===== src/rtl/spi_ram_cmd_master.sv =====
// -----------------------------------------------------------------------------
// spi_ram_cmd_master
//
// SPI initiator for the single-port RAM command protocol. Each host request
// (op[1:0] + data[7:0]) is sent as a 10-bit frame, MSB first, on mosi while
// ss_n is low. For a read-data request (op = 2'b11) ss_n stays low through a
// fixed turnaround of RD_LAT cycles. The 8-bit RAM byte is then shifted in
// from miso, MSB first, and returned to the host as a single-cycle rsp_valid
// pulse. After every frame, ss_n is held high for GAP_CYCLES cycles.
//
// Parameters
//   RD_LAT      cycles between the last command bit and the first miso bit (1..16)
//   GAP_CYCLES  ss_n-high cycles enforced between frames (1..16)
//
// Ports
//   clk         clock; mosi/ss_n update and miso is sampled on posedge
//   rst_n       synchronous active-low reset
//   req_valid   host request present
//   req_ready   high only in IDLE (and not in reset); transfer = valid & ready
//   req_op      00 wr-addr, 01 wr-data, 10 rd-addr, 11 rd-data
//   req_data    address or data byte
//   rsp_valid   one-cycle pulse, rsp_data valid (read-data only)
//   rsp_data    byte read from miso; holds until the next rsp_valid
//   ss_n        slave select, active-low
//   mosi        serial command, MSB first
//   miso        serial read data, MSB first; ignored outside RECV
//   busy        high whenever the FSM is not in IDLE
//
// Optional feature: define SPI_MASTER_STATS_EN to add
//   frame_cnt   [15:0] +1 on each GAP entry (one per completed frame), wraps
//   rd_cnt      [15:0] +1 with each rsp_valid, wraps
// -----------------------------------------------------------------------------
module spi_ram_cmd_master #(
   parameter int unsigned RD_LAT     = 2,
   parameter int unsigned GAP_CYCLES = 1
) (
   input  logic        clk,
   input  logic        rst_n,
   input  logic        req_valid,
   output logic        req_ready,
   input  logic [1:0]  req_op,
   input  logic [7:0]  req_data,
   output logic        rsp_valid,
   output logic [7:0]  rsp_data,
   output logic        ss_n,
   output logic        mosi,
   input  logic        miso,
   output logic        busy
`ifdef SPI_MASTER_STATS_EN
   ,
   output logic [15:0] frame_cnt,
   output logic [15:0] rd_cnt
`endif
);

   typedef enum logic [2:0] {
      ST_IDLE,
      ST_SHIFT,
      ST_WAIT,
      ST_RECV,
      ST_GAP
   } state_e;

   // Terminal counts of the 4-bit per-state counter (counter restarts at 0
   // on every state entry, so the last cycle of a state is N-1).
   localparam logic [3:0] SHIFT_LAST = 4'd9;
   localparam logic [3:0] RECV_LAST  = 4'd7;
   localparam logic [3:0] WAIT_LAST  = 4'(RD_LAT - 1);
   localparam logic [3:0] GAP_LAST   = 4'(GAP_CYCLES - 1);

   state_e      state_q, state_d;
   logic [3:0]  cnt_q, cnt_d;
   logic [9:0]  frame_q, frame_d;      // outgoing frame, bit 9 is on mosi
   logic        rd_op_q, rd_op_d;      // current frame is read-data
   logic [7:0]  rx_q, rx_d;            // miso shift register
   logic [7:0]  rsp_data_q, rsp_data_d;
   logic        rsp_valid_q, rsp_valid_d;

   // ---------------------------------------------------------------------------
   // Next-state and output decode
   // ---------------------------------------------------------------------------
   always_comb begin
      // NOTE: every signal written here gets a default first, so no path
      // through the case statement can leave one unassigned and infer a latch.
      state_d     = state_q;
      cnt_d       = cnt_q;
      frame_d     = frame_q;
      rd_op_d     = rd_op_q;
      rx_d        = rx_q;
      rsp_data_d  = rsp_data_q;
      rsp_valid_d = 1'b0;
      req_ready   = 1'b0;
      busy        = 1'b1;
      ss_n        = 1'b0;
      mosi        = 1'b0;

      case (state_q)
         ST_IDLE: begin
            busy      = 1'b0;
            ss_n      = 1'b1;
            // Not ready while reset is held, even though the state is IDLE.
            req_ready = rst_n;
            if (req_valid) begin
               frame_d = {req_op, req_data};
               rd_op_d = &req_op;
               cnt_d   = 4'd0;
               state_d = ST_SHIFT;
            end
         end

         ST_SHIFT: begin
            mosi    = frame_q[9];
            frame_d = {frame_q[8:0], 1'b0};
            cnt_d   = cnt_q + 4'd1;
            if (cnt_q == SHIFT_LAST) begin
               cnt_d   = 4'd0;
               state_d = rd_op_q ? ST_WAIT : ST_GAP;
            end
         end

         ST_WAIT: begin
            cnt_d = cnt_q + 4'd1;
            if (cnt_q == WAIT_LAST) begin
               cnt_d   = 4'd0;
               state_d = ST_RECV;
            end
         end

         ST_RECV: begin
            rx_d  = {rx_q[6:0], miso};
            cnt_d = cnt_q + 4'd1;
            if (cnt_q == RECV_LAST) begin
               // The 8th sample goes straight to the response register so
               // rsp_valid rises on the same edge that enters GAP.
               rsp_data_d  = {rx_q[6:0], miso};
               rsp_valid_d = 1'b1;
               cnt_d       = 4'd0;
               state_d     = ST_GAP;
            end
         end

         ST_GAP: begin
            ss_n  = 1'b1;
            cnt_d = cnt_q + 4'd1;
            if (cnt_q == GAP_LAST) begin
               cnt_d   = 4'd0;
               state_d = ST_IDLE;
            end
         end

         default: begin
            ss_n    = 1'b1;
            cnt_d   = 4'd0;
            state_d = ST_IDLE;
         end
      endcase
   end

   // ---------------------------------------------------------------------------
   // State registers
   // ---------------------------------------------------------------------------
   // NOTE: reset is sampled on the clock edge only; a mid-frame reset takes
   // effect at the next posedge and abandons the frame without a response.
   always_ff @(posedge clk) begin
      if (!rst_n) begin
         // NOTE: non-blocking assignments keep every register updating from
         // the values seen before the edge, independent of statement order.
         state_q     <= ST_IDLE;
         cnt_q       <= 4'd0;
         frame_q     <= 10'd0;
         rd_op_q     <= 1'b0;
         rx_q        <= 8'd0;
         rsp_data_q  <= 8'd0;
         rsp_valid_q <= 1'b0;
      end else begin
         state_q     <= state_d;
         cnt_q       <= cnt_d;
         frame_q     <= frame_d;
         rd_op_q     <= rd_op_d;
         rx_q        <= rx_d;
         rsp_data_q  <= rsp_data_d;
         rsp_valid_q <= rsp_valid_d;
      end
   end

   assign rsp_valid = rsp_valid_q;
   assign rsp_data  = rsp_data_q;

`ifdef SPI_MASTER_STATS_EN
   // ---------------------------------------------------------------------------
   // Frame / read statistics (free-running, wrap at 16 bits)
   // ---------------------------------------------------------------------------
   logic [15:0] frame_cnt_q;
   logic [15:0] rd_cnt_q;

   always_ff @(posedge clk) begin
      if (!rst_n) begin
         frame_cnt_q <= 16'd0;
         rd_cnt_q    <= 16'd0;
      end else begin
         if ((state_d == ST_GAP) && (state_q != ST_GAP)) begin
            frame_cnt_q <= frame_cnt_q + 16'd1;
         end
         if (rsp_valid_d) begin
            rd_cnt_q <= rd_cnt_q + 16'd1;
         end
      end
   end

   assign frame_cnt = frame_cnt_q;
   assign rd_cnt    = rd_cnt_q;
`endif

endmodule

===== config.mk =====
export PLATFORM = sky130hd
export DESIGN_NAME = spi_ram_cmd_master
export DESIGN_NICKNAME = d
export VERILOG_FILES = /design/src/rtl/spi_ram_cmd_master.sv
export SDC_FILE = /design/constraint.sdc
export NUM_CORES = 1
export LEC_CHECK = 0
export ABC_AREA = 1
export BUFFER_PORTS_ARGS = -buffer_cell sky130_fd_sc_hd__buf_2
export CORE_MARGIN = 2
export CORE_UTILIZATION = 45
export DETAILED_ROUTE_END_ITERATION = 10
export GPL_TIMING_DRIVEN = 0
export PLACE_DENSITY = 0.76
export SLEW_MARGIN = 30
export SYNTH_ARGS = -nofsm -noshare
export SYNTH_HDL_FRONTEND = slang
export SYNTH_SLANG_ARGS = --single-unit

===== constraint.sdc =====
create_clock -name clk -period 1.4 [get_ports clk]
set_input_delay 0.21 -clock clk [delete_from_list [all_inputs] [get_ports clk]]
set_output_delay 0.21 -clock clk [all_outputs]
set_load 0.005 [all_outputs]

==> flow_summary_export.csv, run 1 <==
group,metric,value,unit
clocking,root_buffer,"clkbuf_4",
setup_path,critPathTopFamily,"flip-flops",
global_routing,grt_pass1_wl,5133,µm
pwr,peakVddDrop,0.0007211,V
clocking,clkTransAtPathRegs,0.10,ns
floorplan,io_pins,27,
sta,hold_viol_final,0,
cells_and_area,fill_cells,317,
routing,antenna_left,0,
setup_path,path_cells,"inv_4, nand2_4, inv_2, nand2_2, buf_6, nor2_1, buf_2",
global_routing,grt_antenna_before_repair,0,
global_routing,grt_max_degree,11,
yosys,ys_ff_latch,34,
setup_path,crit_type,"flop to primary output",
clocking,clk_path_buf_depth,2,
placement,globalplace.congestion,0.7768,
min_path,min_path_type,"primary input to flop",
floorplan,start_util,45.87,%
run_status,violations,"negative setup slack",
floorplan,die-area,3827,µm²
sta,max_clock_freq,687.2,MHz
min_path,hold_depth,3,
routing,drt-pass1-iter-count,4,
clocking,cts_tree,"built",
clocking,cts-htree-levels,2,
clocking,ctsHoldBuffers,0,
cells_and_area,final_cell_count_no_fill,282,
sta,rsz0062_at_grt,"yes",
sta,setup_violations,2,
yosys,syn_nets,214,
min_path,hold_end,"rx_q[0]$_SDFFE_PN0N_",
setup_path,cp_data_arrival_time,1.25,ns
floorplan,coreArea,3284,µm²
global_routing,gr-total-overflow,0,
routing,vias,1419,
floorplan,die_y,61.86,µm
cells_and_area,final_nets,253,
sta,finalCriticalPeriod,1.455,ns
run_status,status,"finished, violations left",
yosys,yosysTopAreaCellShare,45.18,%
setup_path,rrSetupSlack,0.07,ns
flow_run,maxCapViolations,0,
setup_path,critPathMaxFanout,4,
setup_path,end_kind,"primary output",
cells_and_area,drive_gt1_share,33.47,%
yosys,async_flop_share,0,%
setup_path,r2r-start,"cnt_q[0]$_SDFFE_PN0P_",
setup_path,startpoint_type,"flop",
sta,worst_pin_slew,0.4826,ns
sta,period_share,103.9,%
global_routing,grt.busiest_layer,"met2",
routing,drt_iter0_drc,50,
placement,preCtsSetupSlack,-0.04552,ns
routing,drcViolationCount,0,
sta,fin_ws,-0.05525,ns
setup_path,slowest_delay,0.38,ns
clocking,clkSinkCount,34,
pwr,power_leakage,0.0008537,µW
min_path,hold_start,"miso",
setup_path,r2r_cells,9,
placement,portBuffers,26,
pwr,total_power,3137,µW
pwr,power_density,1633,nW/µm²
yosys,syn_area,1506,µm²
setup_path,reg2reg_to,"state_q[0]$_SDFFE_PN0P_",
yosys,yosys_warnings,0,
setup_path,crit_buf_inv,4,
routing,viasPerCell,5.032,
sta,drv_slew,0,
sta,clock_skew,0.01075,ns
routing,wirelength,3350,µm
cells_and_area,fin_area,1922,µm²
sta,slew-limit-headroom,67.82,%
floorplan,die_width,61.86,µm
setup_path,worstPathRequired,1.19,ns
setup_path,slowest_stage,"dfxtp_4",
global_routing,met2_usage,27.67,%
cells_and_area,area_delta_synth_final,27.57,%
yosys,ys_seq_area_share,45.18,%
placement,place_area,1694,µm²
yosys,ys_types,28,
yosys,synthCells,197,
global_routing,grt_pass1_vias,1147,
clocking,numCtsBuffers,5,
routing,routedWlPerCell,11.88,µm
yosys,synth_edf_count,0,
global_routing,grt_use_met1,24.68,%
yosys,synth-main-ff-cell,"dfxtp_1",
yosys,synth.avg_cell_area,7.647,µm²
global_routing,gr-usage-all-layers,18.67,%
clocking,clk_latency,0.34,ns
global_routing,grtUsageMet3,7.039,%
placement,placed_cells,269,
yosys,synth_area_leaders,"dfxtp_1 (45%), nand2_1 (9.7%), a21oi_1 (5.3%), nand3_1 (5.3%), o21ai_0 (5.0%)",
floorplan,num_rows,21,
placement,dp_hpwl,2269,µm
yosys,yosys.area.top_type,"dfxtp_1",
cells_and_area,n_antenna_cell,0,
## cells in the mapped netlist (2+ instances only)
library cell / count
a21oi_1: 16
a31oi_1: 5
buf_2: 3
dfxtp_1: 34
ha_1: 3
inv_1: 19
inv_2: 4
nand2_1: 39
nand3_1: 16
nor2_1: 17
nor2_2: 2
nor2_4: 2
o21ai_0: 15
o21ai_1: 3
o21ai_2: 3
o221ai_1: 4
## kinds of logic (layout without fill, tap and decap cells)
family                   count (synthesis)  count (layout)  share of synthesized area [%]
AND/OR/NAND/NOR                         80              80                          24.50
AO/OA/AOI/OAI                           49              49                          18.85
flip-flops                              34              34                          45.18
buffers and inverters                   30              69                          8.388
adder cells (fa/ha/maj)                  3               3                          2.492
XOR/XNOR                                 1               1                         0.5815
## per-layer routing
layer	routed length (µm)	up-vias
li1	-	730
met1	1603	656
met2	1497	27
met3	180	6
met4	68	0
met5	0	-
## final cells by class
cell class              instances  area [µm²]  area share (%)
plain buffers                   6       40.04           2.083
clock buffers                   7       45.04           2.344
inverters                      24       102.6           5.339
multi-input cells             133       807.0           41.99
flip-flops and latches         34       694.4           36.13
well taps                      46       57.56           2.995
repair buffers                 32       175.2           9.115
## metrics by stage
stage | TNS [ns] | utilization (%) | hold WS [ns]
finish | -0.1039 | 58.51 | 0.1216
detailed placement | -0.04552 | 51.58 | 0.4490
CTS | -0.09112 | 54.78 | 0.1231
floorplan | 0 | - | 0.3588
global route | -0.4596 | 58.51 | 0.1198
global placement | -0.06596 | 51.58 | 0.4449
## worst max path at each step
stage	from	cells past startpoint	slack (ns)	end
after floorplan	cnt_q[0]$_SDFFE_PN0P_	8	0.13	state_q[0]$_SDFFE_PN0P_
after global placement	state_q[2]$_SDFFE_PN0P_	8	-0.05	state_q[0]$_SDFFE_PN0P_
after detailed placement	cnt_q[0]$_SDFFE_PN0P_	9	-0.05	state_q[0]$_SDFFE_PN0P_
after CTS	state_q[2]$_SDFFE_PN0P_	7	-0.05	mosi
after global routing	state_q[0]$_SDFFE_PN0P_	4	-0.16	req_ready
final	state_q[2]$_SDFFE_PN0P_	7	-0.06	mosi
## state kept, by name, summed over array words and instances, names as in the netlist
signal / cells
frame_q: 10
rsp_data: 8
rx_q: 7
cnt_q: 4
state_q: 3
rd_op_q: 1
rsp_valid: 1
## worst register-to-register path: cells and delay by family, from the launching register on
family,cells,cell delay [ns]
AND/OR/NAND/NOR,8,0.68
flip-flops,1,0.41
adder cells (fa/ha/maj),1,0.17
## where the power goes
group / switching [µW] / internal [µW] / leakage [µW]
logic: 777 / 543 / 0.000548
registers: 144 / 1170 / 0.000280
clock network: 316 / 189 / 0.0000254
## timing repair
action,4_1_cts,5_1_grt
pin swaps,0,6
setup buffers,4,2
gates cloned,0,0
resized for setup,12,29
setup endpoints to repair,14,25
## cells in the final DEF, fill, tap and decap left out
master / count
a211oi_1: 1
a21oi_1: 16
a22oi_1: 1
a31oi_1: 5
buf_1: 1
buf_2: 28
buf_4: 6
buf_6: 2
clkbuf_1: 3
clkbuf_4: 5
dfxtp_1: 29
dfxtp_2: 2
dfxtp_4: 3
ha_4: 3
inv_1: 15
inv_2: 4
inv_4: 5
nand2_1: 33
nand2_2: 5
nand2_4: 3
nand3_1: 13
nand3_2: 1
nand3_4: 2
nand4_1: 1
nor2_1: 15
nor2_2: 2
nor2_4: 4
nor2_8: 1
o21ai_0: 15
o21ai_1: 3
o21ai_2: 3
o221ai_1: 4
o22ai_1: 1
xor2_1: 1
No activity file was read; power rests on OpenSTA's default activity.
==> run 2, diff against run 1 <==
--- a/config.mk
+++ b/config.mk
@@ -10,7 +10,8 @@
 export CORE_MARGIN = 2
 export CORE_UTILIZATION = 45
 export DETAILED_ROUTE_END_ITERATION = 10
-export GPL_TIMING_DRIVEN = 0
+export GPL_TIMING_DRIVEN = 1
+export HOLD_SLACK_MARGIN = 0.1
 export PLACE_DENSITY = 0.76
 export SLEW_MARGIN = 30
 export SYNTH_ARGS = -nofsm -noshare
==> run 2 against run 1 <==
Compared with the run above: the run still ends with negative setup slack left; sequential share of layout area fell by 0.45 points; via count increased by 4.4%; sequential power about the same; maximum frequency shrank 1.5%; core utilization rose by 0.42 points; largest power group unchanged.
==> flow_summary_export.csv, run 2 (same netlist as run 1, synthesis figures left out) <==
group,metric,value,unit
placement,globalplace.congestion,0.8622,
floorplan,io_pins,27,
routing,routedWlPerCell,12.47,µm
pwr,peakVddDrop,0.0007633,V
clocking,cts_tree,"built",
cells_and_area,n_antenna_cell,0,
placement,portBuffers,26,
setup_path,reg2reg_to,"state_q[0]$_SDFFE_PN0P_",
sta,worst_pin_slew,0.3836,ns
sta,clock_skew,0.005502,ns
floorplan,die_width,61.86,µm
cells_and_area,drive_gt1_share,34.57,%
sta,setup_violations,2,
setup_path,end_kind,"primary output",
sta,hold_viol_final,0,
cells_and_area,final_cell_count_no_fill,289,
min_path,hold_start,"req_data[2]",
routing,drt_iter0_drc,67,
global_routing,gr-usage-all-layers,19.16,%
floorplan,die_y,61.86,µm
clocking,clk_latency,0.34,ns
pwr,power_leakage,0.0008827,µW
floorplan,start_util,45.87,%
cells_and_area,fin_area,1936,µm²
cells_and_area,largest_reg_flops,10,
sta,drv_slew,0,
setup_path,cp_data_arrival_time,1.27,ns
min_path,min_path_type,"primary input to flop",
floorplan,num_rows,21,
sta,period_share,105.5,%
setup_path,r2r-start,"state_q[2]$_SDFFE_PN0P_",
cells_and_area,final_common_cell,"nand2_1",
min_path,hold_end,"frame_q[2]$_SDFFE_PN0P_",
setup_path,crit_type,"flop to primary output",
floorplan,coreArea,3284,µm²
clocking,numCtsBuffers,5,
global_routing,grt_antenna_before_repair,0,
setup_path,rrSetupSlack,-0.03,ns
global_routing,grt_pass1_vias,1292,
min_path,hold_depth,3,
clocking,cts-htree-levels,2,
pwr,power_density,1699,nW/µm²
setup_path,critPathMaxFanout,4,
global_routing,grt_pass1_wl,5292,µm
routing,antenna_left,0,
cells_and_area,ff_latch_area,690.7,µm²
cells_and_area,final_nets,259,
cells_and_area,final_cell_mix,"nand2_1 (32), dfxtp_1 (30), buf_2 (26), inv_1 (17), buf_4 (17)",
placement,placed_cells,270,
routing,drcViolationCount,0,
routing,vias,1481,
cells_and_area,regMostFlops,"frame_q",
floorplan,die-area,3827,µm²
placement,place_area,1713,µm²
sta,finalCriticalPeriod,1.477,ns
sta,fin_ws,-0.07739,ns
placement,dp_hpwl,2223,µm
routing,viasPerCell,5.125,
cells_and_area,fill_cells,300,
routing,drt-pass1-iter-count,5,
cells_and_area,area_delta_synth_final,28.49,%
global_routing,gr-total-overflow,0,
pwr,total_power,3288,µW
sta,max_clock_freq,676.9,MHz
sta,slew-limit-headroom,74.40,%
clocking,clk_path_buf_depth,2,
global_routing,grt_max_degree,29,
cells_and_area,multi_input_area,744.5,µm²
setup_path,worstPathRequired,1.19,ns
setup_path,r2r_cells,12,
sta,rsz0062_at_grt,"yes",
routing,wirelength,3605,µm
setup_path,startpoint_type,"flop",
clocking,ctsHoldBuffers,0,
clocking,clkTransAtPathRegs,0.10,ns
run_status,violations,"negative setup slack",
clocking,clkSinkCount,34,
flow_run,maxCapViolations,0,
clocking,root_buffer,"clkbuf_4",
run_status,status,"finished, violations left",
-- run 2: changes by cell type in the layout (fill, tap and decap cells not counted), moves of 2 or more --
cell      previous run  this run
clkbuf_1             3         0
inv_1               15        17
buf_4                6        17
nand3_4              2         0
ha_4                 3         0
inv_4                5         2
ha_1                 0         2
nand3_1             13        15
clkbuf_8             0         3
nand2_2              5         7
buf_2               28        26
-- run 2: worst max path at each step --
| stage | start | to | slack (ns) | cells past startpoint |
|---|---|---|---|---|
| CTS | state_q[2]$_SDFFE_PN0P_ | mosi | -0.06 | 7 |
| detailed placement | cnt_q[0]$_SDFFE_PN0P_ | rsp_data[3]$_SDFFE_PN0P_ | -0.002 | 7 |
| global placement | state_q[2]$_SDFFE_PN0P_ | rsp_data[2]$_SDFFE_PN0P_ | 0.04 | 9 |
| finish | state_q[2]$_SDFFE_PN0P_ | mosi | -0.08 | 7 |
| global route | state_q[2]$_SDFFE_PN0P_ | mosi | -0.16 | 7 |
| floorplan | cnt_q[0]$_SDFFE_PN0P_ | state_q[0]$_SDFFE_PN0P_ | 0.13 | 8 |
-- run 2: per-layer routing --
layer	GRT usage (%)	share of wire (%)	up-vias
li1	-	-	743
met1	21.77	41	674
met2	32.78	50	47
met3	6.418	5.1	17
met4	8.207	4.0	0
met5	0	0	-
-- run 2: stage by stage --
stage               hold slack, ns  setup TNS [ns]  worst slack, ns  util (%)
floorplan                   0.3588               0           0.1307         -
global placement            0.4473               0          0.04444     52.15
detailed placement          0.4494       -0.002385        -0.002385     52.15
CTS                         0.1075        -0.05869         -0.05869     56.80
global route                0.1175         -0.4186          -0.1605     58.93
finish                      0.1285         -0.1082         -0.07739     58.93
-- run 2: what timing repair did --
| action | in CTS | in global routing |
|---|---|---|
| endpoints found under the hold margin | 0 | 0 |
| setup buffers | 7 | 4 |
| resized for setup | 11 | 14 |
| setup endpoints to repair | 7 | 18 |
| pin swaps | 1 | 7 |
-- run 2: worst max-delay path, cell delays in order, from the launching register on --
cell	delay, ns
dfxtp_4	0.38
inv_4	0.06
nand2_4	0.06
inv_2	0.07
nand2_2	0.06
buf_6	0.12
nor2_2	0.07
buf_2	0.11
-- run 2: final cells by class --
class	instances	area share (%)
Clock buffer	8	4.072
Inverter	24	4.913
Multi-Input combinational cell	133	38.46
Sequential cell	34	35.68
Tap cell	46	2.973
Timing Repair Buffer	44	13.90
-- run 2: power by group --
group          total, µW  leakage (µW)  internal [µW]  switching (µW)
registers           1290      0.000279           1170             128
logic               1330      0.000559            550             781
clock network        662     0.0000446            343             319
